[src/rtl/tx_module.sv]
// UART transmitter: frames a latched payload as start, 5..8 data bits (LSB first),
// optional even parity and 1..4 stop bits, each bit lasting 16 baud ticks.
module tx_module #(
    parameter int   MAX_UART_DATA_W = 8,
    parameter int   STOP_CONF_WIDTH = 2,
    parameter int   DATA_CONF_WIDTH = 2,
    parameter logic LINE_IDLE       = 1'b0
) (
    input  logic                                     clk_i,
    input  logic                                     rst_i,
    input  logic                                     baud_en_i,
    input  logic                                     tx_en_i,
    input  logic                                     tx_start_i,
    input  logic [MAX_UART_DATA_W-1:0]               tx_data_i,
    input  logic [DATA_CONF_WIDTH+STOP_CONF_WIDTH:0] tx_conf_i,
    output logic                                     tx_ready_o,
    output logic                                     busy_o,
    output logic                                     tx_done_o,
    output logic                                     uart_tx_o
);

    localparam int CONF_W = DATA_CONF_WIDTH + STOP_CONF_WIDTH + 1;
    localparam int BIT_W  = $clog2(MAX_UART_DATA_W) + 1;

    localparam logic [2:0] ST_RESET      = 3'd0;
    localparam logic [2:0] ST_IDLE       = 3'd1;
    localparam logic [2:0] ST_SEND_START = 3'd2;
    localparam logic [2:0] ST_SEND_DATA  = 3'd3;
    localparam logic [2:0] ST_SEND_PAR   = 3'd4;
    localparam logic [2:0] ST_SEND_STOP  = 3'd5;
    localparam logic [2:0] ST_DONE       = 3'd6;

    logic [2:0]                 state_q, state_d;
    logic [3:0]                 sample_cnt_q, sample_cnt_d;
    logic [BIT_W-1:0]           bit_cnt_q, bit_cnt_d;
    logic [MAX_UART_DATA_W-1:0] data_q, data_d;
    logic [CONF_W-1:0]          conf_q, conf_d;
    logic                       uart_tx_q, uart_tx_d;

    logic                       in_frame;
    logic                       tick_end;
    logic [BIT_W-1:0]           last_data_idx;
    logic [BIT_W-1:0]           last_stop_idx;
    logic [MAX_UART_DATA_W-1:0] data_mask;
    logic [MAX_UART_DATA_W-1:0] data_shift;

    assign in_frame      = (state_q == ST_SEND_START) || (state_q == ST_SEND_DATA) ||
                           (state_q == ST_SEND_PAR)   || (state_q == ST_SEND_STOP);
    assign tick_end      = baud_en_i && (sample_cnt_q == 4'hF);
    assign last_data_idx = BIT_W'(conf_q[CONF_W-1 -: DATA_CONF_WIDTH]) + BIT_W'(4);
    assign last_stop_idx = BIT_W'(conf_q[1 +: STOP_CONF_WIDTH]);

    // Bits above the configured width are cleared at accept, so parity can XOR the whole word.
    always_comb begin
        for (int i = 0; i < MAX_UART_DATA_W; i++) begin
            data_mask[i] = (i < 5 + int'(tx_conf_i[CONF_W-1 -: DATA_CONF_WIDTH]));
        end
    end

    // NOTE: every signal assigned here gets a default first, so no latch is inferred.
    always_comb begin
        state_d      = state_q;
        sample_cnt_d = sample_cnt_q;
        bit_cnt_d    = bit_cnt_q;
        data_d       = data_q;
        conf_d       = conf_q;

        if (in_frame && baud_en_i) begin
            sample_cnt_d = sample_cnt_q + 4'd1;
        end

        case (state_q)
            ST_RESET: begin
                if (tx_en_i) state_d = ST_IDLE;
            end
            ST_IDLE: begin
                if (tx_start_i) begin
                    state_d      = ST_SEND_START;
                    data_d       = tx_data_i & data_mask;
                    conf_d       = tx_conf_i;
                    sample_cnt_d = 4'd0;
                    bit_cnt_d    = '0;
                end else if (!tx_en_i) begin
                    state_d = ST_RESET;
                end
            end
            ST_SEND_START: begin
                if (tick_end) begin
                    state_d   = ST_SEND_DATA;
                    bit_cnt_d = '0;
                end
            end
            ST_SEND_DATA: begin
                if (tick_end) begin
                    if (bit_cnt_q == last_data_idx) begin
                        bit_cnt_d = '0;
                        state_d   = conf_q[0] ? ST_SEND_PAR : ST_SEND_STOP;
                    end else begin
                        bit_cnt_d = bit_cnt_q + BIT_W'(1);
                    end
                end
            end
            ST_SEND_PAR: begin
                if (tick_end) begin
                    state_d   = ST_SEND_STOP;
                    bit_cnt_d = '0;
                end
            end
            ST_SEND_STOP: begin
                if (tick_end) begin
                    if (bit_cnt_q == last_stop_idx) begin
                        state_d   = ST_DONE;
                        bit_cnt_d = '0;
                    end else begin
                        bit_cnt_d = bit_cnt_q + BIT_W'(1);
                    end
                end
            end
            ST_DONE: begin
                sample_cnt_d = 4'd0;
                state_d      = tx_en_i ? ST_IDLE : ST_RESET;
            end
            default: begin
                state_d = ST_RESET;
            end
        endcase
    end

    // Line level follows the next state so the registered output lines up with the state.
    always_comb begin
        data_shift = data_d >> bit_cnt_d;
        case (state_d)
            ST_SEND_START: uart_tx_d = ~LINE_IDLE;
            ST_SEND_DATA:  uart_tx_d = data_shift[0];
            ST_SEND_PAR:   uart_tx_d = ^data_d;
            default:       uart_tx_d = LINE_IDLE;
        endcase
    end

    // NOTE: state uses non-blocking assignments; the async reset also clears the
    // latched payload so a discarded frame leaves nothing behind.
    always_ff @(posedge clk_i or posedge rst_i) begin
        if (rst_i) begin
            state_q      <= ST_RESET;
            sample_cnt_q <= 4'd0;
            bit_cnt_q    <= '0;
            data_q       <= '0;
            conf_q       <= '0;
            uart_tx_q    <= LINE_IDLE;
        end else begin
            state_q      <= state_d;
            sample_cnt_q <= sample_cnt_d;
            bit_cnt_q    <= bit_cnt_d;
            data_q       <= data_d;
            conf_q       <= conf_d;
            uart_tx_q    <= uart_tx_d;
        end
    end

    assign tx_ready_o = (state_q == ST_IDLE);
    assign busy_o     = in_frame;
    assign tx_done_o  = (state_q == ST_DONE);
    assign uart_tx_o  = uart_tx_q;

endmodule

[config.mk]
export PLATFORM = sky130hd
export DESIGN_NAME = tx_module
export DESIGN_NICKNAME = d
export VERILOG_FILES = /design/src/rtl/tx_module.sv
export SDC_FILE = /design/constraint.sdc
export NUM_CORES = 1
export LEC_CHECK = 0
export CELL_PAD_IN_SITES_DETAIL_PLACEMENT = 1
export CELL_PAD_IN_SITES_GLOBAL_PLACEMENT = 1
export CORE_AREA = 8 8 71 73
export CTS_CLUSTER_DIAMETER = 60
export CTS_CLUSTER_SIZE = 14
export DETAILED_ROUTE_END_ITERATION = 8
export DIE_AREA = 0 0 79 81
export PLACE_DENSITY = 0.76
export SKIP_CTS_REPAIR_TIMING = 1
export SYNTH_ARGS = -nofsm -noshare
export SYNTH_HDL_FRONTEND = slang
export SYNTH_SLANG_ARGS = --single-unit
[constraint.sdc]
create_clock -name clk_i -period 2.67 [get_ports clk_i]
set_clock_uncertainty 0.1 [all_clocks]
set_input_delay 0.267 -clock clk_i [delete_from_list [all_inputs] [get_ports clk_i]]
set_output_delay 0.267 -clock clk_i [all_outputs]
set_load 0.01 [all_outputs]
== Yosys cells after proc, flatten, opt, wreduce, memory -nomap -nowiden ==
Index checks and enable logic that the tools add are counted.

* Register bits after elaboration: 25
* Bits in latches: 0
* Memory bits (writable): 0
* ROM bits: 0
* Input port bits: 18
* Output and inout bits: 4
* Word-level logic and storage cells: 66
* Memories kept: 0

* Add/sub/neg operators: 4
* $mul: 0
* Divide/modulo/power cells: 0
* $lt $le $gt $ge: 8
* Equal/unequal tests: 12
* Shift-type cells: 1
* Muxes and demuxes: 25
* Bitwise logic cells: 1
* Reductions and logical operators: 9

{| class="wikitable"
|+ Operators by type and width
! operator !! number
|-
| 4-bit by 32-bit less-than comparator with 1-bit output, first input constant || 3
|-
| 3-bit by 32-bit less-than comparator with 1-bit output, first input constant || 2
|-
| 1-bit by 32-bit less-than comparator with 1-bit output, first input constant || 1
|-
| 2-bit by 32-bit less-than comparator with 1-bit output, first input constant || 1
|-
| 4-bit 2-to-1 mux || 8
|-
| 3-bit 2-to-1 mux || 9
|-
| 3-bit one-hot mux with 7 select lines || 1
|-
| 8-bit 2-to-1 mux || 2
|-
| 4-bit one-hot mux with 4 select lines || 1
|-
| 3-bit by 2-bit equality test with 1-bit output, second input constant || 4
|-
| 3-bit equality test, second input constant || 4
|-
| 4-bit by 1-bit adder with 4-bit output, second input constant || 2
|-
| 8-bit bitwise AND || 1
|-
| 4-bit one-hot mux with 2 select lines || 1
|-
| 8-bit XOR reduction || 1
|-
| 8-bit by 4-bit >> shifter with 1-bit output || 1
|-
| 2-bit by 3-bit adder with 4-bit output, second input constant || 1
|-
| 3-bit by 2-bit adder with 4-bit output, first input constant || 1
|-
| 4-bit by 2-bit equality test with 1-bit output || 1
|-
| 4-bit equality test || 1
|-
| 4-bit equality test, second input constant || 1
|-
| 3-bit by 4-bit less-than comparator with 1-bit output, first input constant || 1
|-
| 3-bit by 1-bit equality test with 1-bit output, second input constant || 1
|-
| 3-bit logical NOT || 1
|-
| other kinds (6) || 10
|}

== Logic depth before layout (Yosys ltp) ==
* Word-level depth: 8
* Gate-level depth with buffers: 10
* Mapped depth without buffers: 9

== Worst setup path after synthesis ==
No wires, ideal clock.

* Path type: reg2reg
* Start: register sample_cnt_q[0]
* End: register uart_tx_q (netlist: uart_tx_o)
* Setup time: 0.134 ns
* Data arrival time: 2.016 ns
* Data required time: 2.436 ns
* Path slack: 0.420 ns
* Cell stages (with the launch flop): 10
* Buffers on the path: 1
* Period minus slack after synthesis: 2.250 ns
* Cells stage by stage: dfrtp_1 > ha_1 > and4_1 > buf_2 > nand2_1 > a21oi_2 > o221ai_2 > mux4_2 > o211ai_1 > a21oi_1

* Word-level cells in the longest chain between the ends: 6
* Elaborated cells between the ends (all ways): 16
* Classes of those cells: eq/ne (4); shift (1); mux (10); reduce/logical (1)

{| class="wikitable"
|+ RTL lines
! item !! line !! source
|-
| start: declaration || 34 || <nowiki>logic [3:0] sample_cnt_q, sample_cnt_d;</nowiki>
|-
| start signal: assignment || 152 || <nowiki>sample_cnt_q <= sample_cnt_d;</nowiki>
|-
| 4-bit equality test * || 49 || <nowiki>assign tick_end = baud_en_i && (sample_cnt_q == 4'hF);</nowiki>
|-
| 1-bit logical AND * || 49 ||
|-
| 4-bit 2-to-1 mux (tied with other cells) || 110 || <nowiki>if (tick_end) begin</nowiki>
|-
| 4-bit one-hot mux with 4 select lines / 3-bit one-hot mux with 7 select lines (equally long branches) || 72 || <nowiki>case (state_q)</nowiki>
|-
| 8-bit by 4-bit >> shifter with 1-bit output (tied with other cells) || 131 || <nowiki>data_shift = data_d >> bit_cnt_d;</nowiki>
|-
| 1-bit one-hot mux with 3 select lines * || 132 || <nowiki>case (state_d)</nowiki>
|-
| net uart_tx_d || 38 || <nowiki>logic uart_tx_q, uart_tx_d;</nowiki>
|-
| end signal: assignment || 156 || <nowiki>uart_tx_q <= uart_tx_d;</nowiki>
|-
| end: declaration || 38 ||
|}

The timed path passes the listed nets; every way through them passes the cells marked *.
A chain may end at the register's enable or synchronous reset.

== Worst setup path after layout ==
* Start: input tx_start_i
* End: register uart_tx_q (netlist: uart_tx_o)

* Word-level cells in the longest chain between the ends: 4
* Elaborated cells between the ends (all ways): 12
* Classes of those cells: eq/ne (3); shift (1); mux (7); reduce/logical (1)

{| class="wikitable"
|+ RTL lines
! item !! line !! source
|-
| start: declaration || 13 || <nowiki>input logic tx_start_i,</nowiki>
|-
| 8-bit 2-to-1 mux * || 77 || <nowiki>if (tx_start_i) begin</nowiki>
|-
| 8-bit 2-to-1 mux * || 72 ||
|-
| net data_d[6] || 36 || <nowiki>logic [MAX_UART_DATA_W-1:0] data_q, data_d;</nowiki>
|-
| 8-bit by 4-bit >> shifter with 1-bit output / 8-bit XOR reduction (equally long branches) || 131, 135 ||
|-
| 1-bit one-hot mux with 3 select lines * || 132 ||
|-
| net uart_tx_d || 38 ||
|}

Marked as above.

==> reports/results.md <==
## Cells and area
- ratio of cells with drive above 1 in the final layout: 16.7%
- area added between synthesis and finish: 23.7%
- number of filler cells placed in the layout: 455
- number of antenna cells inserted: 0
- net total in the final layout: 201

## Setup path
- start-to-end type of the worst setup path: in2reg
- biggest fanout along the worst timing path: 17
- element type at the critical path start: primary input
- Worst setup EP type: register
- arrival time reported for the critical path endpoint: 2.63 ns
- number of cells on the worst reg-to-reg path: 8
- required time of the worst setup path: 2.76 ns

## Yosys
- count of cell types in the netlist: 48
- number of enable-type register cells in the synthesized netlist: 0
- largest area contributor in the synthesized netlist: sky130_fd_sc_hd__dfrtp_1
- area fraction of the dominant cell type after synthesis: 39.8%
- most common flop cell mapped by yosys: sky130_fd_sc_hd__dfrtp_1
- syn nets: 172
- post-synthesis cell area: 1570 um^2
- ys async rst share: 100%
- flip-flop and latch count after synthesis: 25
- number of synthesis warnings: 0
- mean cell area of the mapped netlist: 10.3 um^2
- sequential element share of the synthesized area: 39.8%
- Synth area leaders: sky130_fd_sc_hd__dfrtp_1 40%, sky130_fd_sc_hd__xnor2_1 5.6%, sky130_fd_sc_hd__mux2_2 3.6%
- Gate Count Post-Synth: 152

## Timing
- endpoints failing setup: 0
- relative slew slack: 67.6%
- max frequency: 393 MHz
- clock period minus final worst setup slack: 2.54 ns
- final worst-path cycle share: 95.3%
- Setup WS post-layout: 0.126 ns
- Final Hold Violating Endpoints: 0
- Final Slew Violations: 0
- RSZ-0062 raised after global routing: no
- Worst Max-Slew Pin Slew: 0.479 ns

## Placed design
- weighted congestion at the end of routability-driven global placement: 0.906
- total of buffers placed on input and output ports: 21
- detailed-placement wirelength estimate: 3.04 mm
- pre-CTS WS: -0.109 ns

## Clock network
- root buffer cell: sky130_fd_sc_hd__clkbuf_8
- sink count of the clock tree: 25
- clock latency on the worst-skew pair: 0.26 ns
- TritonCTS clock tree: done
- clock tree buffer depth: 2
- Inserted Clock Buffers: 3
- clock slew at reported path FFs: 0.08 ns
- deepest level of the CTS H-tree: 1

## Global routing
- antenna violations before repair: 0
- number of global-route vias before repair: 1355
- pin count of the biggest net entering global routing: 26
- sum of overflow across all layers after global routing: 0
- overall fraction of global-route tracks in use: 12.5%
- global-route wire length before repair: 6.41 mm

## Run status
- run status: complete, no violations

## Floorplanning
- starting density of the core: 40.2%
- Boundary Pins: 22
- Row Count: 23
- total die area: 6400 um^2
- area of the core: 3910 um^2
- horizontal die dimension: 79 um
- Vert. Die Dim: 81 um

## Routing
- drt first-iter violations: 48
- per-cell routed wire length: 16.8 um
- number of detailed-routing iterations run before antenna repair: 4
- Vias per Instance: 5.37
- count of antenna-violating nets left after detailed routing: 0
- number of design rule violations left after detail routing: 0
- count of vias placed by the detailed router: 1235
- WL final: 3.87 mm

## Power
- overall power of the completed layout: 0.00210 W
- power per cell area: 1080 nW/um^2
- IR drop worst, VDD: 0.446 mV
- Leak: 0.818 nW

## Hold path
- type of the tightest min-delay check: in2async

## Flow run
- number of max-cap violations: 0

[final timing paths]
kind / start / endpoint / slack, ns
hold reg to reg: data_q[3] / data_q[3] / 0.43
setup reg to reg: state_q[2] / uart_tx_o / 0.17
max in group asynchronous: rst_i / bit_cnt_q[2] / 1.96
hold / removal: rst_i / sample_cnt_q[2] / 0.26
min in group clk_i: data_q[3] / data_q[3] / 0.43
setup / recovery: tx_start_i / uart_tx_o / 0.13
[sequential cells by signal, summed over array words and instances (netlist names)]
register,count
data_q,8
uart_tx_o,1
state_q,3
sample_cnt_q,4
conf_q,5
bit_cnt_q,4
[power breakdown]
| part | total, W | internal [W] | switching [W] |
|---|---|---|---|
| Sequential | 0.000664 | 0.000542 | 0.000122 |
| Combinational | 0.00121 | 0.000625 | 0.000588 |
| Clock | 0.000219 | 0.000106 | 0.000113 |
| Total | 0.00210 | 0.00127 | 0.000823 |
[per-stage QoR]
| step | utilization [%] | std cells | hold slack, ns | setup TNS, ns | instance area [um^2] |
|---|---|---|---|---|---|
| 6_report | 49.7 | 230 | 0.263 | 0 | 1940 |
| 5_1_grt | 49.7 | 230 | 0.299 | 0 | 1940 |
| 4_1_cts | 49.6 | 230 | 0.273 | 0 | 1940 |
| 3_5_place_dp | 48.5 | 226 | 0.406 | -0.109 | 1900 |
| 3_3_place_gp | 48.5 | 226 | 0.399 | 0 | 1900 |
| 2_1_floorplan | - | 152 | 0.194 | 0 | 1570 |
[per-layer routing]
metal | track usage (%) | vias up | share of wire, %
li1 | - | 600 | -
met1 | 14.9 | 612 | 43
met2 | 22.5 | 19 | 53
met3 | 2.32 | 4 | 2.2
met4 | 3.52 | 0 | 1.3
met5 | 0 | - | 0
[cell usage after synthesis, types with 4 or more instances]
cell type and count:
sky130_fd_sc_hd__nand2_1 12, sky130_fd_sc_hd__nor2_1 7, sky130_fd_sc_hd__xnor2_1 10, sky130_fd_sc_hd__inv_1 6, sky130_fd_sc_hd__a21oi_1 7, sky130_fd_sc_hd__nand2b_1 5
sky130_fd_sc_hd__mux2_1 4, sky130_fd_sc_hd__o21ai_0 6, sky130_fd_sc_hd__dfrtp_1 25, sky130_fd_sc_hd__nand3_1 7, sky130_fd_sc_hd__buf_2 4, sky130_fd_sc_hd__mux2i_1 4
sky130_fd_sc_hd__xor2_1 4, sky130_fd_sc_hd__mux2_2 5
[critical path, stage by stage]
cell,delay [ns]
sky130_fd_sc_hd__clkdlybuf4s50_1,0.52
sky130_fd_sc_hd__nor4bb_4,0.27
sky130_fd_sc_hd__buf_12,0.20
sky130_fd_sc_hd__mux2i_2,0.28
sky130_fd_sc_hd__xor2_1,0.18
sky130_fd_sc_hd__xnor3_1,0.45
sky130_fd_sc_hd__o22ai_1,0.19
sky130_fd_sc_hd__o211ai_1,0.11
sky130_fd_sc_hd__a21oi_1,0.14
[cell type report]
type | instances | area [um^2] | area share (%)
repair buffers | 31 | 298 | 15.3
inverters | 6 | 22.5 | 1.16
well taps | 50 | 62.6 | 3.22
multi-input cells | 114 | 891 | 45.8
flip-flops and latches | 25 | 626 | 32.2
clock buffers | 4 | 45.0 | 2.32
[cell usage in the layout, fill, tap and decap left out, types with 3 or more instances in the layout]
cell                              instances
sky130_fd_sc_hd__nand2b_1                 5
sky130_fd_sc_hd__inv_1                    6
sky130_fd_sc_hd__a21oi_1                  7
sky130_fd_sc_hd__nand3_1                  7
sky130_fd_sc_hd__a41oi_1                  3
sky130_fd_sc_hd__mux2i_1                  4
sky130_fd_sc_hd__clkbuf_8                 3
sky130_fd_sc_hd__mux2_1                   4
sky130_fd_sc_hd__nand2_1                 12
sky130_fd_sc_hd__mux2_2                   5
sky130_fd_sc_hd__nor2b_1                  3
sky130_fd_sc_hd__clkdlybuf4s50_1         21
sky130_fd_sc_hd__xor2_1                   4
sky130_fd_sc_hd__o21ai_0                  6
sky130_fd_sc_hd__nor2_1                   7
sky130_fd_sc_hd__xnor2_1                 10
sky130_fd_sc_hd__buf_4                    9
sky130_fd_sc_hd__dfrtp_1                 25
[cells by family (layout without fill, tap and decap cells)]
group,Yosys count,in the layout,synth area share (%)
DFF,25,25,39.8
adders and majority gates,2,2,1.59
xor gates and xnor gates,16,16,10.3
buffers and inverters,13,41,4.14
muxes,17,17,13.1
AOI/OAI and AO/OA,32,32,14.4
and+or+nand+nor,47,47,16.6
No activity file was read; power rests on OpenSTA's default activity.
